==> src/rtl/mips_ctrl_pkg.sv <==
// Shared definitions for the multicycle MIPS controller: state encoding,
// opcode constants, datapath select codes and the opcode legality check.
package mips_ctrl_pkg;

    typedef enum logic [3:0] {
        S_FETCH   = 4'd0,
        S_DECODE  = 4'd1,
        S_MEMADR  = 4'd2,
        S_MEMRD   = 4'd3,
        S_MEMWB   = 4'd4,
        S_MEMWR   = 4'd5,
        S_EXECUTE = 4'd6,
        S_ALUWB   = 4'd7,
        S_BRANCH  = 4'd8,
        S_ADDIEX  = 4'd9,
        S_ADDIWB  = 4'd10,
        S_JUMP    = 4'd11
    } state_e;

    localparam logic [5:0] OP_RTYPE = 6'h00;
    localparam logic [5:0] OP_J     = 6'h02;
    localparam logic [5:0] OP_BEQ   = 6'h04;
    localparam logic [5:0] OP_ADDI  = 6'h08;
    localparam logic [5:0] OP_LW    = 6'h23;
    localparam logic [5:0] OP_SW    = 6'h2B;

    localparam logic [1:0] ALUOP_ADD   = 2'b00;
    localparam logic [1:0] ALUOP_SUB   = 2'b01;
    localparam logic [1:0] ALUOP_FUNCT = 2'b10;

    localparam logic [1:0] PCSRC_ALU    = 2'b00;
    localparam logic [1:0] PCSRC_ALUOUT = 2'b01;
    localparam logic [1:0] PCSRC_JUMP   = 2'b10;

    localparam logic [1:0] SRCB_REG  = 2'b00;
    localparam logic [1:0] SRCB_FOUR = 2'b01;
    localparam logic [1:0] SRCB_IMM  = 2'b10;
    localparam logic [1:0] SRCB_BOFF = 2'b11;

    // Opcodes the controller can sequence, given the optional instructions enabled.
    function automatic logic op_supported(input logic [5:0] op,
                                          input logic en_addi,
                                          input logic en_jump);
        logic ok;
        case (op)
            OP_RTYPE, OP_BEQ, OP_LW, OP_SW: ok = 1'b1;
            OP_ADDI:                        ok = en_addi;
            OP_J:                           ok = en_jump;
            default:                        ok = 1'b0;
        endcase
        return ok;
    endfunction

endpackage

==> src/rtl/mctrl_out_decode.sv <==
// Moore output decoder for the multicycle controller; mem_ready only gates
// the memory-handshake enables and reset forces every write enable low.
import mips_ctrl_pkg::*;

module mctrl_out_decode (
    input  state_e     state,
    input  logic       mem_ready,
    input  logic       rst_n,
    output logic       IorD,
    output logic       MemWrite,
    output logic       IRWrite,
    output logic       PCWrite,
    output logic       Branch,
    output logic       ALUSrcA,
    output logic       RegDst,
    output logic       MemtoReg,
    output logic       RegWrite,
    output logic [1:0] PCSrc,
    output logic [1:0] ALUSrcB,
    output logic [1:0] ALUOp
);

    logic mem_write_s;
    logic ir_write_s;
    logic pc_write_s;
    logic reg_write_s;

    // Per-state datapath control decode.
    always_comb begin
        IorD        = 1'b0;
        mem_write_s = 1'b0;
        ir_write_s  = 1'b0;
        pc_write_s  = 1'b0;
        Branch      = 1'b0;
        ALUSrcA     = 1'b0;
        RegDst      = 1'b0;
        MemtoReg    = 1'b0;
        reg_write_s = 1'b0;
        PCSrc       = PCSRC_ALU;
        ALUSrcB     = SRCB_REG;
        ALUOp       = ALUOP_ADD;
        case (state)
            S_FETCH: begin
                ALUSrcB    = SRCB_FOUR;
                ir_write_s = mem_ready;
                pc_write_s = mem_ready;
            end
            S_DECODE: begin
                ALUSrcB = SRCB_BOFF;
            end
            S_MEMADR, S_ADDIEX: begin
                ALUSrcA = 1'b1;
                ALUSrcB = SRCB_IMM;
            end
            S_MEMRD: begin
                IorD = 1'b1;
            end
            S_MEMWB: begin
                MemtoReg    = 1'b1;
                reg_write_s = 1'b1;
            end
            S_MEMWR: begin
                IorD        = 1'b1;
                mem_write_s = mem_ready;
            end
            S_EXECUTE: begin
                ALUSrcA = 1'b1;
                ALUOp   = ALUOP_FUNCT;
            end
            S_ALUWB: begin
                RegDst      = 1'b1;
                reg_write_s = 1'b1;
            end
            S_BRANCH: begin
                ALUSrcA = 1'b1;
                ALUOp   = ALUOP_SUB;
                Branch  = 1'b1;
                PCSrc   = PCSRC_ALUOUT;
            end
            S_ADDIWB: begin
                reg_write_s = 1'b1;
            end
            S_JUMP: begin
                PCSrc      = PCSRC_JUMP;
                pc_write_s = 1'b1;
            end
            default: begin
                IorD = 1'b0;
            end
        endcase
    end

    // Architectural write enables must be dead while reset is held.
    always_comb begin
        MemWrite = mem_write_s & rst_n;
        IRWrite  = ir_write_s  & rst_n;
        PCWrite  = pc_write_s  & rst_n;
        RegWrite = reg_write_s & rst_n;
    end

endmodule

==> src/rtl/mips_multicycle_ctrl.sv <==
// Multicycle MIPS control FSM with memory handshake, sticky illegal-opcode
// flag and a wrapping retired-instruction counter.
import mips_ctrl_pkg::*;

module mips_multicycle_ctrl #(
    parameter int EN_ADDI = 1,
    parameter int EN_JUMP = 1,
    parameter int RET_W   = 16
) (
    input  logic             clk,
    input  logic             rst_n,
    input  logic [5:0]       opcode,
    input  logic             mem_ready,
    output logic             IorD,
    output logic             MemWrite,
    output logic             IRWrite,
    output logic             PCWrite,
    output logic             Branch,
    output logic             ALUSrcA,
    output logic             RegDst,
    output logic             MemtoReg,
    output logic             RegWrite,
    output logic [1:0]       PCSrc,
    output logic [1:0]       ALUSrcB,
    output logic [1:0]       ALUOp,
    output logic             illegal_op,
    output logic [RET_W-1:0] retired
);

    localparam logic ADDI_ON = (EN_ADDI != 0);
    localparam logic JUMP_ON = (EN_JUMP != 0);
    localparam logic [RET_W-1:0] RET_ONE = {{(RET_W-1){1'b0}}, 1'b1};

    state_e           state_q, state_d;
    logic             illegal_q, illegal_d;
    logic [RET_W-1:0] retired_q, retired_d;
    logic             retire_s;

    // State, sticky flag and counter registers.
    always_ff @(posedge clk) begin
        if (!rst_n) begin
            state_q   <= S_FETCH;
            illegal_q <= 1'b0;
            retired_q <= {RET_W{1'b0}};
        end else begin
            state_q   <= state_d;
            illegal_q <= illegal_d;
            retired_q <= retired_d;
        end
    end

    // Next-state sequencing.
    always_comb begin
        state_d = state_q;
        case (state_q)
            S_FETCH:   state_d = mem_ready ? S_DECODE : S_FETCH;
            S_DECODE: begin
                if (!op_supported(opcode, ADDI_ON, JUMP_ON)) begin
                    state_d = S_FETCH;
                end else begin
                    case (opcode)
                        OP_LW, OP_SW: state_d = S_MEMADR;
                        OP_RTYPE:     state_d = S_EXECUTE;
                        OP_BEQ:       state_d = S_BRANCH;
                        OP_ADDI:      state_d = S_ADDIEX;
                        OP_J:         state_d = S_JUMP;
                        default:      state_d = S_FETCH;
                    endcase
                end
            end
            S_MEMADR:  state_d = (opcode == OP_LW) ? S_MEMRD : S_MEMWR;
            S_MEMRD:   state_d = mem_ready ? S_MEMWB : S_MEMRD;
            S_MEMWB:   state_d = S_FETCH;
            S_MEMWR:   state_d = mem_ready ? S_FETCH : S_MEMWR;
            S_EXECUTE: state_d = S_ALUWB;
            S_ALUWB:   state_d = S_FETCH;
            S_BRANCH:  state_d = S_FETCH;
            S_ADDIEX:  state_d = S_ADDIWB;
            S_ADDIWB:  state_d = S_FETCH;
            S_JUMP:    state_d = S_FETCH;
            default:   state_d = S_FETCH;
        endcase
    end

    // An instruction retires on the completing transition back to FETCH;
    // DECODE->FETCH (illegal opcode) is deliberately excluded.
    always_comb begin
        retire_s  = 1'b0;
        illegal_d = illegal_q;
        if (state_d == S_FETCH) begin
            case (state_q)
                S_MEMWB, S_MEMWR, S_ALUWB, S_BRANCH, S_ADDIWB, S_JUMP: retire_s = 1'b1;
                default:                                               retire_s = 1'b0;
            endcase
        end else begin
            retire_s = 1'b0;
        end
        if ((state_q == S_DECODE) && !op_supported(opcode, ADDI_ON, JUMP_ON)) begin
            illegal_d = 1'b1;
        end else begin
            illegal_d = illegal_q;
        end
        retired_d = retire_s ? (retired_q + RET_ONE) : retired_q;
    end

    mctrl_out_decode u_out_decode (
        .state     (state_q),
        .mem_ready (mem_ready),
        .rst_n     (rst_n),
        .IorD      (IorD),
        .MemWrite  (MemWrite),
        .IRWrite   (IRWrite),
        .PCWrite   (PCWrite),
        .Branch    (Branch),
        .ALUSrcA   (ALUSrcA),
        .RegDst    (RegDst),
        .MemtoReg  (MemtoReg),
        .RegWrite  (RegWrite),
        .PCSrc     (PCSrc),
        .ALUSrcB   (ALUSrcB),
        .ALUOp     (ALUOp)
    );

    assign illegal_op = illegal_q;
    assign retired    = retired_q;

endmodule
==> config.mk <==
export PLATFORM = sky130hd
export DESIGN_NAME = mips_multicycle_ctrl
export DESIGN_NICKNAME = d
export VERILOG_FILES = /design/src/rtl/mips_ctrl_pkg.sv /design/src/rtl/mctrl_out_decode.sv /design/src/rtl/mips_multicycle_ctrl.sv
export SDC_FILE = /design/constraint.sdc
export NUM_CORES = 1
export LEC_CHECK = 0
export ABC_AREA = 1
export BUFFER_PORTS_ARGS = -buffer_cell sky130_fd_sc_hd__buf_2
export CAP_MARGIN = 20
export CORE_MARGIN = 3
export CORE_UTILIZATION = 52
export DETAILED_ROUTE_END_ITERATION = 7
export PLACE_DENSITY_LB_ADDON = 0.08
export SLEW_MARGIN = 15
export SYNTH_ARGS = -nofsm -noshare
export SYNTH_HDL_FRONTEND = slang
export SYNTH_SLANG_ARGS = --single-unit
==> constraint.sdc <==
create_clock -name clk -period 1.9 [get_ports clk]
set_input_delay 0.57 -clock clk [delete_from_list [all_inputs] [get_ports clk]]
set_output_delay 0.57 -clock clk [all_outputs]
set_load 0.005 [all_outputs]
-- After elaboration in Yosys (flattened, before gate mapping)
Cells that the tools add are included.
- word-level logic and storage cells: 59
- input bits: 9
- bits in registers: 21
- output and inout port bits: 32
- multiplexer cells: 23
- bitwise logic cells: 4
- equal/unequal tests: 16
- $add $sub $neg: 1
- reduce and logical (&&, ||, !) cells: 12
- operators by type and width (operator ; number):
    $pmux W4 S7 ; 1
    $pmux W4 S5 ; 1
    $add A16 B1 Y16 const B ; 1
    $eq A4 B3 Y1 const B ; 4
    $eq A4 B4 Y1 const B ; 4
    $mux W1 ; 13
    $eq A6 B6 Y1 const B ; 2
    $reduce_or A6 Y1 ; 2
    $mux W3 ; 3
    $eq A4 B2 Y1 const B ; 2
    $logic_not A4 Y1 ; 2
    $pmux W2 S2 ; 2
    $eq A6 B2 Y1 const B ; 1
    $eq A6 B3 Y1 const B ; 1
    $eq A6 B4 Y1 const B ; 1
    $logic_not A6 Y1 ; 1
    $pmux W2 S3 ; 1
    $reduce_or A2 Y1 ; 3
    $and A1 B1 Y1 ; 4
    $eq A4 B1 Y1 const B ; 1
    $mux W4 ; 1
    $reduce_or A4 Y1 ; 1
    $reduce_or A3 Y1 ; 1
    $pmux W1 S2 ; 1
    other kinds (2) ; 2

-- Longest topological paths before layout
Gate-level depths: netlist of the first run.
- depth in word-level cells: 8
- mapped depth: 9
- depth with buffers taken out: 9

-- Hierarchy
From an unflattened synthesis of the first run, not the netlist that was laid out.
- cells, all modules: 238
- area, all modules: 1477.7 um^2
- by module, submodules not included (module ; instances ; seq. area each (um^2) ; area each (um^2) ; cells each):
    mips_multicycle_ctrl ; 1 ; 420.4 ; 1306.3 ; 201
    mctrl_out_decode ; 1 ; 0.0 ; 171.4 ; 37

-- Least setup slack after synthesis of the first run
Ideal clock, no wire load.
- path type: in2out
- from: in rst_n
- to: out IRWrite
- required time: 1330 ps
- setup slack: 268 ps
- arrival: 1062 ps
- path buffers: 1
- cell stages on the path: 3
- cells stage by stage: inv_1 -> buf_1 -> nor2_1
- longest elaborated chain between the ends: 1
- ends and longest elaborated chain (element ; line ; RTL):
    start: declaration ; mips_multicycle_ctrl.sv:11 ; input logic rst_n,
    $and A1 B1 Y1 ; mctrl_out_decode.sv:96 ; IRWrite = ir_write_s & rst_n;
    end: declaration ; mips_multicycle_ctrl.sv:16 ; output logic IRWrite,
No other way between the ends.

-- Final worst setup path of the first run
- from: reg state_q[0]
- to: out ALUSrcA
- longest elaborated chain between the ends: 3
- elaborated cells between the ends (all ways): 6
- those cells by class: 4 x eq/ne; 1 x mux; 1 x reduce/logical
- ends and longest elaborated chain (element ; line ; RTL):
    start: declaration ; mips_multicycle_ctrl.sv:34 ; state_e state_q, state_d;
    start signal: assignment ; mips_multicycle_ctrl.sv:46 ; state_q <= state_d;
    $eq A4 B2 Y1, or another cell as far along ; mctrl_out_decode.sv:42 ; case (state)
    $reduce_or A4 Y1 (no line) (*) ; - ;
    $mux W1 (*) ; mctrl_out_decode.sv:42 ;
    end: declaration ; mips_multicycle_ctrl.sv:19 ; output logic ALUSrcA,
Every way passes the cells marked *; elsewhere a longest branch is shown, timed or not.

==> results of run 1 <==
==> sequential cells by signal, indices dropped and copies added (netlist names) <==
signal      cells
illegal_op      1
retired        16
state_q         4
==> path summary, 6_finish.rpt <==
check,startpoint,endpoint,cells past startpoint
worst min-delay path,state_q[2]$_SDFF_PN0_,state_q[3]$_SDFF_PN0_,1
worst max register to register,state_q[1]$_SDFF_PN0_,retired[14]$_SDFFE_PN0P_,10
worst max-delay path,state_q[0]$_SDFF_PN0_,ALUSrcA,6
worst min register to register,state_q[2]$_SDFF_PN0_,state_q[3]$_SDFF_PN0_,1
==> area by class of cell <==
cell class	count	area share, %
tap	30	1.965
sequential	21	22.79
inverter	29	5.959
timing repair buffer	52	15.39
multi-input combinational	186	52.52
clock buffer	4	1.375
==> power breakdown <==
part / switching (mW) / internal [mW] / total, mW / leakage (nW)
registers: 0.00550 / 0.440 / 0.445 / 0.173
logic: 0.0635 / 0.0385 / 0.102 / 0.668
clock network: 0.139 / 0.0820 / 0.221 / 0.0150
==> per-stage QoR <==
stage                     setup TNS, ns  cells  util, %  power (mW)
after floorplan                       0    240        -      0.5125
after global placement                0    312    67.29      0.5438
after detailed placement              0    312    67.29      0.5447
after CTS                      -0.06608    319    70.34      0.7637
after global routing            -0.5986    322    73.77      0.8108
final                           -0.1658    322    73.77      0.7684
==> what timing repair did <==
| item | CTS | global route |
|---|---|---|
| buffers inserted | 3 | 3 |
| resized for setup | 18 | 22 |
| hold buffers | 0 | 0 |
| endpoints found under the setup margin | 10 | 9 |
| pin swaps | 5 | 10 |
==> logic make-up after synthesis <==
| kind of cell | Yosys count |
|---|---|
| buffers and inverters | 33 |
| AOI/OAI and AO/OA | 29 |
| and+or+nand+nor | 148 |
| DFF | 21 |
| adders and majority gates | 1 |
| xor gates and xnor gates | 8 |
==> cell usage in the layout, fill, tap and decap left out <==
cell type / count
nand3b_1: 3
nand3_1: 13
nand4_1: 10
a31oi_1: 1
a21oi_1: 18
a21oi_2: 2
buf_4: 11
nor2_1: 30
dfxtp_4: 4
o21ai_1: 2
nor2_2: 5
nor3_1: 3
o21ai_0: 3
inv_1: 19
inv_2: 8
buf_2: 40
clkbuf_4: 3
xor2_1: 6
nand2_1: 64
nand2_2: 5
nor4_1: 1
nand3_4: 1
nor2_8: 1
nor3_2: 1
o21ai_2: 2
clkbuf_1: 1
nand2_4: 1
inv_4: 2
xnor2_1: 2
dfxtp_1: 17
ha_1: 1
buf_6: 1
nand3_2: 1
nor2_4: 9
o31ai_1: 1
==> metal layers <==
| metal | vias up | routed length, um |
|---|---|---|
| met1 | 752 | 1825 |
| li1 | 877 | - |
| met5 | - | 0 |
| met4 | 0 | 72 |
| met2 | 58 | 1914 |
| met3 | 8 | 234 |
==> run_results.csv, run 1 <==
group,metric,value,unit
timing,worst_hold_slack,0.4938,ns
floorplan,core,2590,um^2
logic_synthesis,yosysSeqAreaShare,28.28,%
timing,rsz0062_at_grt,"yes",
logic_synthesis,synthXorXnorAreaFrac,4.714,%
critical_path,worstSetupPathType,"reg2out",
global_routing,grt_pass1_vias,1485,
global_routing,antenna_found_initial,0,
pwr,leakage,0.8554,nW
floorplan,rows,18,
critical_path,crit_required,1.33,ns
clock_network,cts_tree,"done",
finish,n_fill_cell,224,
finish,nets,303,
clock_network,clkLatencyLatePin,0.31,ns
pwr,ir_drop,393.6,uV
finish,drive_gt1_share,33.22,%
logic_synthesis,syn_inst,240,
critical_path,crit_chain,"inv_1 > nor2_4 > buf_4 > a21oi_2 > nand2_1 > buf_2",
finish,seq_area,435.4,um^2
timing,setup_viol,5,
critical_path,path_max_fanout,5,
timing,fmax,514.2,MHz
floorplan,io_pins,41,
logic_synthesis,synth_ff_type,"dfxtp_1",
logic_synthesis,synthSimpleGateAreaFrac,46.55,%
timing,fin_crit_sh,102.4,%
logic_synthesis,synth-compound-area-share,10.52,%
clock_network,cts_max_level,1,
global_routing,gr-usage-met3,4.357,%
global_routing,overflow,0,
logic_synthesis,syn_area,1486,um^2
logic_synthesis,synth_cell_type_count,29,
logic_synthesis,synth_area_leaders,"dfxtp_1 28%, nand2_1 16%, nor2_1 9.8%",
routing,route.vias.total,1695,
finish,multi_input_area,1003,um^2
critical_path,critPathMaxStageDelay,0.39,ns
status,status,"finished, violations left",
finish,final_area,1911,um^2
global_routing,met2_usage,37.29,%
routing,ant_nets,0,
routing,dr.first_iter.drc_count,100,
routing,drc,0,
critical_path,start_kind,"flop",
critical_path,crit_family,"flip-flops",
timing,slew_viol_final,0,
status,violations,"setup timing",
placement,dp_slack,0.09919,ns
min_path,hp-class,"reg2reg",
flow_run,maxCapViolations,0,
logic_synthesis,synth_top_area_cell,"dfxtp_1",
pwr,power_density,402.2,nW/um^2
floorplan,die_h,59.47,um
critical_path,critPathArrivalTime,1.37,ns
timing,finalCriticalPeriod,1.945,ns
floorplan,die_area,3536,um^2
critical_path,endpoint_kind,"output port",
global_routing,grt_pass1_wl,6.382,mm
critical_path,reg2reg_slack,0.28,ns
logic_synthesis,yosys_warnings,0,
global_routing,grt_use_met1,31.03,%
placement,gp_congestion,0.9427,
clock_network,cts.sinks,21,
logic_synthesis,syn_area_per_cell,6.193,um^2
logic_synthesis,synth.most_common_cell,"nand2_1",
clock_network,clockBufferDepth,2,
clock_network,numCtsBuffers,3,
floorplan,start_util,57.39,%
floorplan,die_x,59.47,um
logic_synthesis,ys_seq_elements,21,
placement,place_area,1743,um^2
routing,wl,4.046,mm
finish,area_growth,28.54,%
logic_synthesis,synthArstFlopShare,0,%
timing,worst_pin_slew,0.3052,ns
logic_synthesis,netlist.area_leader.share,28.28,%
logic_synthesis,ys_top_cells_by_count,"65 x nand2_1, 39 x nor2_1, 25 x inv_1, 21 x dfxtp_1, 19 x a21oi_1",
logic_synthesis,synth_top_family_by_area,"simple AND/OR/NAND/NOR gates",
routing,wl_per_cell,12.57,um
placement,port_buffers,40,
global_routing,busiest_layer,"met2",
placement,detailed_place_hpwl,2.760,mm
clock_network,root_buffer,"clkbuf_4",
routing,drt-pass1-iter-count,4,
logic_synthesis,syn_nets,250,
timing,relSlewSlack,79.48,%
routing,vias_per_cell,5.264,
critical_path,worst-path-buf-inv,3,
clock_network,path_clk_slew,0.12,ns
finish,diodes,0,
logic_synthesis,synthMuxAreaShare,0,%
critical_path,critPathSlowestCell,"dfxtp_4",
global_routing,grt_max_degree,17,
logic_synthesis,synth-edff-count,0,
timing,finClkSkew,0.008627,ns
global_routing,grt.total_usage,22.87,%
timing,fin_ws,-0.04478,ns
timing,hold_viol,0,
logic_synthesis,synth_fa_ha_area_share,0.8418,%
No activity file was read; power rests on OpenSTA's default activity.
==> inputs of run 2 (changes only) <==
CAP_MARGIN = 5   (was 20)
CELL_PAD_IN_SITES_DETAIL_PLACEMENT = 1   (was not set)
CELL_PAD_IN_SITES_GLOBAL_PLACEMENT = 1   (was not set)
CORE_UTILIZATION = 35   (was 52)
==> run 2 against run 1 <==
Against the previous run:
- the run still ends with setup timing left
- hold slack worse by 0.0055 ns
- fmax grew 0.21%
- final cell count is 7.1% higher
- first-iteration DRC count fell by 46%
- combinational power barely moved
- clock power grew 38%
- critical path type unchanged
==> run_results.csv, run 2 (synthesis results as in run 1) <==
group,metric,value,unit
critical_path,worstSetupPathType,"reg2out",
critical_path,r2r_cells,10,
finish,largest_reg_flops,16,
critical_path,critPathArrivalTime,1.37,ns
global_routing,met2_usage,30.10,%
pwr,clockPowerShare,35.8,%
critical_path,crit_chain,"buf_4 > nor2_4 > buf_4 > a21oi_2 > nand2_1 > buf_2",
clock_network,cts.sinks,21,
routing,drc,0,
floorplan,die_h,71.17,um
finish,layout_commonest_cell,"nand2_1",
routing,drt-pass1-iter-count,4,
floorplan,io_pins,41,
global_routing,grt_use_met1,24.70,%
clock_network,cts_max_level,1,
global_routing,gr-usage-met3,3.409,%
placement,detailed_place_hpwl,3.506,mm
finish,final_area,1972,um^2
critical_path,critPathSlowestCell,"dfxtp_4",
routing,wl_per_cell,14.00,um
floorplan,die_area,5065,um^2
global_routing,grt_pass1_wl,7.548,mm
finish,diodes,0,
floorplan,start_util,36.63,%
critical_path,reg2reg_slack,0.31,ns
timing,final.setup.tns,-0.04064,ns
critical_path,r2r-end,"retired[4]$_SDFFE_PN0P_",
clock_network,clkLatencyLatePin,0.27,ns
floorplan,core,4058,um^2
critical_path,crit_required,1.33,ns
clock_network,cts_tree,"done",
global_routing,grt_pass1_vias,1658,
routing,ant_nets,0,
floorplan,die_x,71.17,um
critical_path,setup.worst_path.start,"state_q[1]$_SDFF_PN0_",
placement,port_buffers,40,
floorplan,rows,23,
pwr,power_density,432.3,nW/um^2
status,violations,"setup timing",
pwr,seqPwrFrac,52.1,%
clock_network,clockBufferDepth,2,
timing,setup_viol,1,
pwr,leakage,0.8751,nW
critical_path,start_kind,"flop",
pwr,p_switching,0.2288,mW
finish,nets,306,
critical_path,crit_path_frequent_cell,"buf_4",
min_path,hp-class,"reg2reg",
timing,relSlewSlack,77.56,%
finish,area_growth,32.66,%
critical_path,critPathMaxStageDelay,0.38,ns
global_routing,antenna_found_initial,0,
timing,finalCriticalPeriod,1.941,ns
routing,route.vias.total,1723,
clock_network,ctsHoldBuffers,0,
clock_network,root_buffer,"clkbuf_8",
timing,fin_ws,-0.04064,ns
finish,mostFrequentLayoutCells,"63 x nand2_1, 40 x buf_2, 31 x nor2_1, 20 x inv_1, 18 x a21oi_1",
clock_network,numCtsBuffers,3,
critical_path,critPathCapture,"ALUSrcA",
timing,hold_viol,0,
routing,dr.first_iter.drc_count,54,
routing,wl,4.829,mm
critical_path,path_max_fanout,5,
finish,drive_gt1_share,33.56,%
clock_network,path_clk_slew,0.09,ns
global_routing,overflow,0,
timing,worst_pin_slew,0.3340,ns
status,status,"finished, violations left",
global_routing,grt_max_degree,21,
timing,fin_crit_sh,102.1,%
timing,slew_viol_final,0,
critical_path,endpoint_kind,"output port",
pwr,ir_drop,381.7,uV
placement,gp_congestion,0.7707,
timing,fmax,515.3,MHz
global_routing,grt.total_usage,18.37,%
pwr,pwr-share-comb,12.1,%
global_routing,busiest_layer,"met2",
routing,vias_per_cell,4.994,
critical_path,rr_startpoint,"state_q[2]$_SDFF_PN0_",
pwr,intPower,0.6237,mW
flow_run,maxCapViolations,0,
timing,rsz0062_at_grt,"yes",
timing,finClkSkew,0.008232,ns
pwr,swShare,26.84,%
placement,place_area,1790,um^2
[run 2: changes by cell type in the layout (fill, tap and decap cells not counted), moves of 2 or more]
cell / previous run / this run
o21ai_0: 3 / 5
clkbuf_4: 3 / 0
clkbuf_8: 0 / 3
o21ai_1: 2 / 0
inv_2: 8 / 6
buf_4: 11 / 15
[run 2: how the worst min path moves through the flow]
| stage | from | end | cells past startpoint |
|---|---|---|---|
| 5_1_grt | retired[15]$_SDFFE_PN0P_ | retired[15]$_SDFFE_PN0P_ | 2 |
| 2_1_floorplan | state_q[2]$_SDFF_PN0_ | state_q[3]$_SDFF_PN0_ | 1 |
| 4_1_cts | state_q[2]$_SDFF_PN0_ | state_q[3]$_SDFF_PN0_ | 1 |
| 3_5_place_dp | illegal_op$_SDFFE_PN0P_ | illegal_op$_SDFFE_PN0P_ | 2 |
| 6_report | illegal_op$_SDFFE_PN0P_ | illegal_op$_SDFFE_PN0P_ | 2 |
| 3_3_place_gp | illegal_op$_SDFFE_PN0P_ | illegal_op$_SDFFE_PN0P_ | 2 |
[run 2: final cells by class]
| class | count | area (um^2) |
|---|---|---|
| fillers | 575 | 2086 |
| multi-input cells | 186 | 998.5 |
| flip-flops and latches | 21 | 435.4 |
| repair buffers | 55 | 312.8 |
| inverters | 29 | 116.4 |
| well taps | 50 | 62.56 |
| clock buffers | 3 | 41.29 |
| clock inverters | 1 | 5.005 |
[run 2: metal layers]
metal,vias up,share of wire [%]
met4,0,0.62
met2,33,47
met5,-,0
li1,881,-
met1,807,48
met3,2,4.2
[run 2: repair_timing]
item,in CTS,in global routing
setup endpoints to repair,6,6
cloned,0,0
buffers inserted,1,5
gates resized for setup,12,24
pin swaps,2,6
[run 2: power by group through the flow]
stage	clock, mW	combinational (mW)	sequential [mW]
after CTS	0.322	0.0945	0.444
after global routing	0.342	0.115	0.445
after detailed placement	0	0.0935	0.457
final	0.305	0.103	0.444
after global placement	0	0.0907	0.457
after floorplan	0	0.0557	0.457
[run 2: stage by stage]
stage	total power, mW	instances	hold slack [ns]	utilization, %	worst slack, ns
2_1_floorplan	0.5125	240	0.4396	-	0.2676
3_3_place_gp	0.5480	335	0.4672	44.13	0.1209
3_5_place_dp	0.5507	335	0.4757	44.13	0.06840
4_1_cts	0.8603	340	0.4690	46.16	0.006274
5_1_grt	0.9010	345	0.5171	48.60	-0.1075
6_report	0.8524	345	0.4883	48.60	-0.04064
[run 2: worst max-delay path: cells and delay by family, from the launching register on]
family	cells	cell delay (ns)
AOI/OAI and AO/OA	1	0.17
buffers and inverters	3	0.40
DFF	1	0.38
and+or+nand+nor	2	0.15
==> inputs of run 3 (changes only) <==
CAP_MARGIN = not set   (was 5)
CORE_ASPECT_RATIO = 1.25   (was not set)
==> run 3 against run 2 <==
Against the previous run:
- routed wire length is 7.5% lower
- clock skew is 0.0038 ns lower
- largest power group unchanged
- global-route usage is 0.63 points lower
- non-clock buffer count is 2 lower
- highest routed layer unchanged
- the run now ends clean
==> run_results.csv, run 3 (synthesis results as in run 1) <==
group,metric,value,unit
global_routing,grt_pass1_wl,7.424,mm
clock_network,numCtsBuffers,3,
pwr,ir_drop,313.7,uV
pwr,leakage,0.8610,nW
clock_network,root_buffer,"clkbuf_8",
finish,area_growth,31.48,%
finish,diodes,0,
timing,fin_ws,0.02854,ns
routing,drt-pass1-iter-count,4,
critical_path,worstSetupPathType,"reg2out",
routing,wl,4.466,mm
flow_run,maxCapViolations,0,
clock_network,cts.sinks,21,
timing,fin_crit_sh,98.50,%
critical_path,path_max_fanout,3,
clock_network,cts_max_level,1,
timing,finClkSkew,0.004453,ns
placement,dp_slack,0.07747,ns
floorplan,io_pins,41,
placement,place_area,1788,um^2
global_routing,grt_pass1_vias,1727,
floorplan,rows,25,
timing,slew_viol_final,0,
timing,rsz0062_at_grt,"yes",
timing,worst_pin_slew,0.2605,ns
critical_path,crit_required,1.33,ns
timing,relSlewSlack,82.50,%
global_routing,grt_max_degree,21,
critical_path,endpoint_kind,"output port",
finish,layout_commonest_cell,"nand2_1",
global_routing,overflow,0,
placement,gp_congestion,0.8276,
min_path,hp-class,"reg2reg",
critical_path,start_kind,"flop",
pwr,power_density,434.9,nW/um^2
routing,wl_per_cell,12.87,um
clock_network,ctsHoldBuffers,0,
critical_path,reg2reg_slack,0.23,ns
clock_network,path_clk_slew,0.09,ns
pwr,power.total,0.8500,mW
placement,port_buffers,40,
finish,mostFrequentLayoutCells,"64 x nand2_1, 40 x buf_2, 32 x nor2_1, 21 x inv_1, 18 x a21oi_1",
global_routing,antenna_found_initial,0,
floorplan,start_util,37.71,%
finish,largest_reg_flops,16,
finish,final_area,1954,um^2
timing,setup_viol,0,
status,status,"complete, no violations",
floorplan,die_h,78.86,um
routing,route.vias.total,1734,
routing,dr.first_iter.drc_count,32,
finish,nets,304,
routing,vias_per_cell,4.997,
clock_network,cts_tree,"done",
timing,hold_viol,0,
floorplan,die_x,64.29,um
placement,detailed_place_hpwl,3.381,mm
floorplan,core,3941,um^2
finish,n_fill_cell,556,
timing,worst_hold_slack,0.4710,ns
floorplan,die_area,5070,um^2
clock_network,clockBufferDepth,2,
finish,final_util,49.59,%
routing,drc,0,
timing,finalCriticalPeriod,1.871,ns
clock_network,clkLatencyLatePin,0.26,ns
finish,drive_gt1_share,32.08,%
global_routing,grt.total_usage,17.74,%
critical_path,critPathArrivalTime,1.30,ns
routing,ant_nets,0,
timing,fmax,534.3,MHz
## run 3: cell count changes in the layout (fill, tap and decap cells not counted), sizes merged
cell,delta
buf,-2
clkinv,-1
clkinvlp,+1
## run 3: area by class of cell
| class | instances | area (um^2) | area share, % |
|---|---|---|---|
| tap | 54 | 67.56 | 3.457 |
| sequential | 21 | 435.4 | 22.28 |
| multi-input combinational | 186 | 993.5 | 50.83 |
| clock inverter | 1 | 7.507 | 0.3841 |
| timing repair buffer | 53 | 297.8 | 15.24 |
| inverter | 29 | 111.4 | 5.698 |
| clock buffer | 3 | 41.29 | 2.113 |
## run 3: routing by layer
metal	share of wire [%]	GRT usage [%]
met5	0	0
met4	1.2	5.708
met3	2.1	1.839
met2	52	32.85
met1	44	21.11
## run 3: where the power goes
part           switching (mW)  internal, mW
clock                   0.161         0.148
sequential            0.00472         0.439
combinational          0.0614        0.0356
## run 3: path summary, 6_finish.rpt
kind / from / end / cells past startpoint
hold / removal: illegal_op$_SDFFE_PN0P_ / illegal_op$_SDFFE_PN0P_ / 2
hold reg to reg: illegal_op$_SDFFE_PN0P_ / illegal_op$_SDFFE_PN0P_ / 2
setup / recovery: state_q[2]$_SDFF_PN0_ / ALUSrcA / 7
setup reg to reg: state_q[1]$_SDFF_PN0_ / retired[13]$_SDFFE_PN0P_ / 10
## run 3: metrics by stage
| stage | TNS (ns) | cells |
|---|---|---|
| floorplan | 0 | 240 |
| global placement | 0 | 338 |
| detailed placement | 0 | 338 |
| CTS | 0 | 343 |
| global route | -0.1037 | 347 |
| finish | 0 | 347 |
## run 3: worst max-delay path: stages, from the launching register on
cell	delay [ns]
dfxtp_4	0.38
inv_2	0.06
nor2_4	0.13
inv_4	0.07
nor2_2	0.17
a21oi_2	0.07
nand2_1	0.06
buf_2	0.11
## run 3: timing repair
item                                   in CTS  in global routing
endpoints found under the hold margin       0                  0
gates resized for setup                    13                 18
setup endpoints to repair                   8                  6
setup buffers                               1                  4
gates cloned                                0                  0
pin swaps                                   2                  4
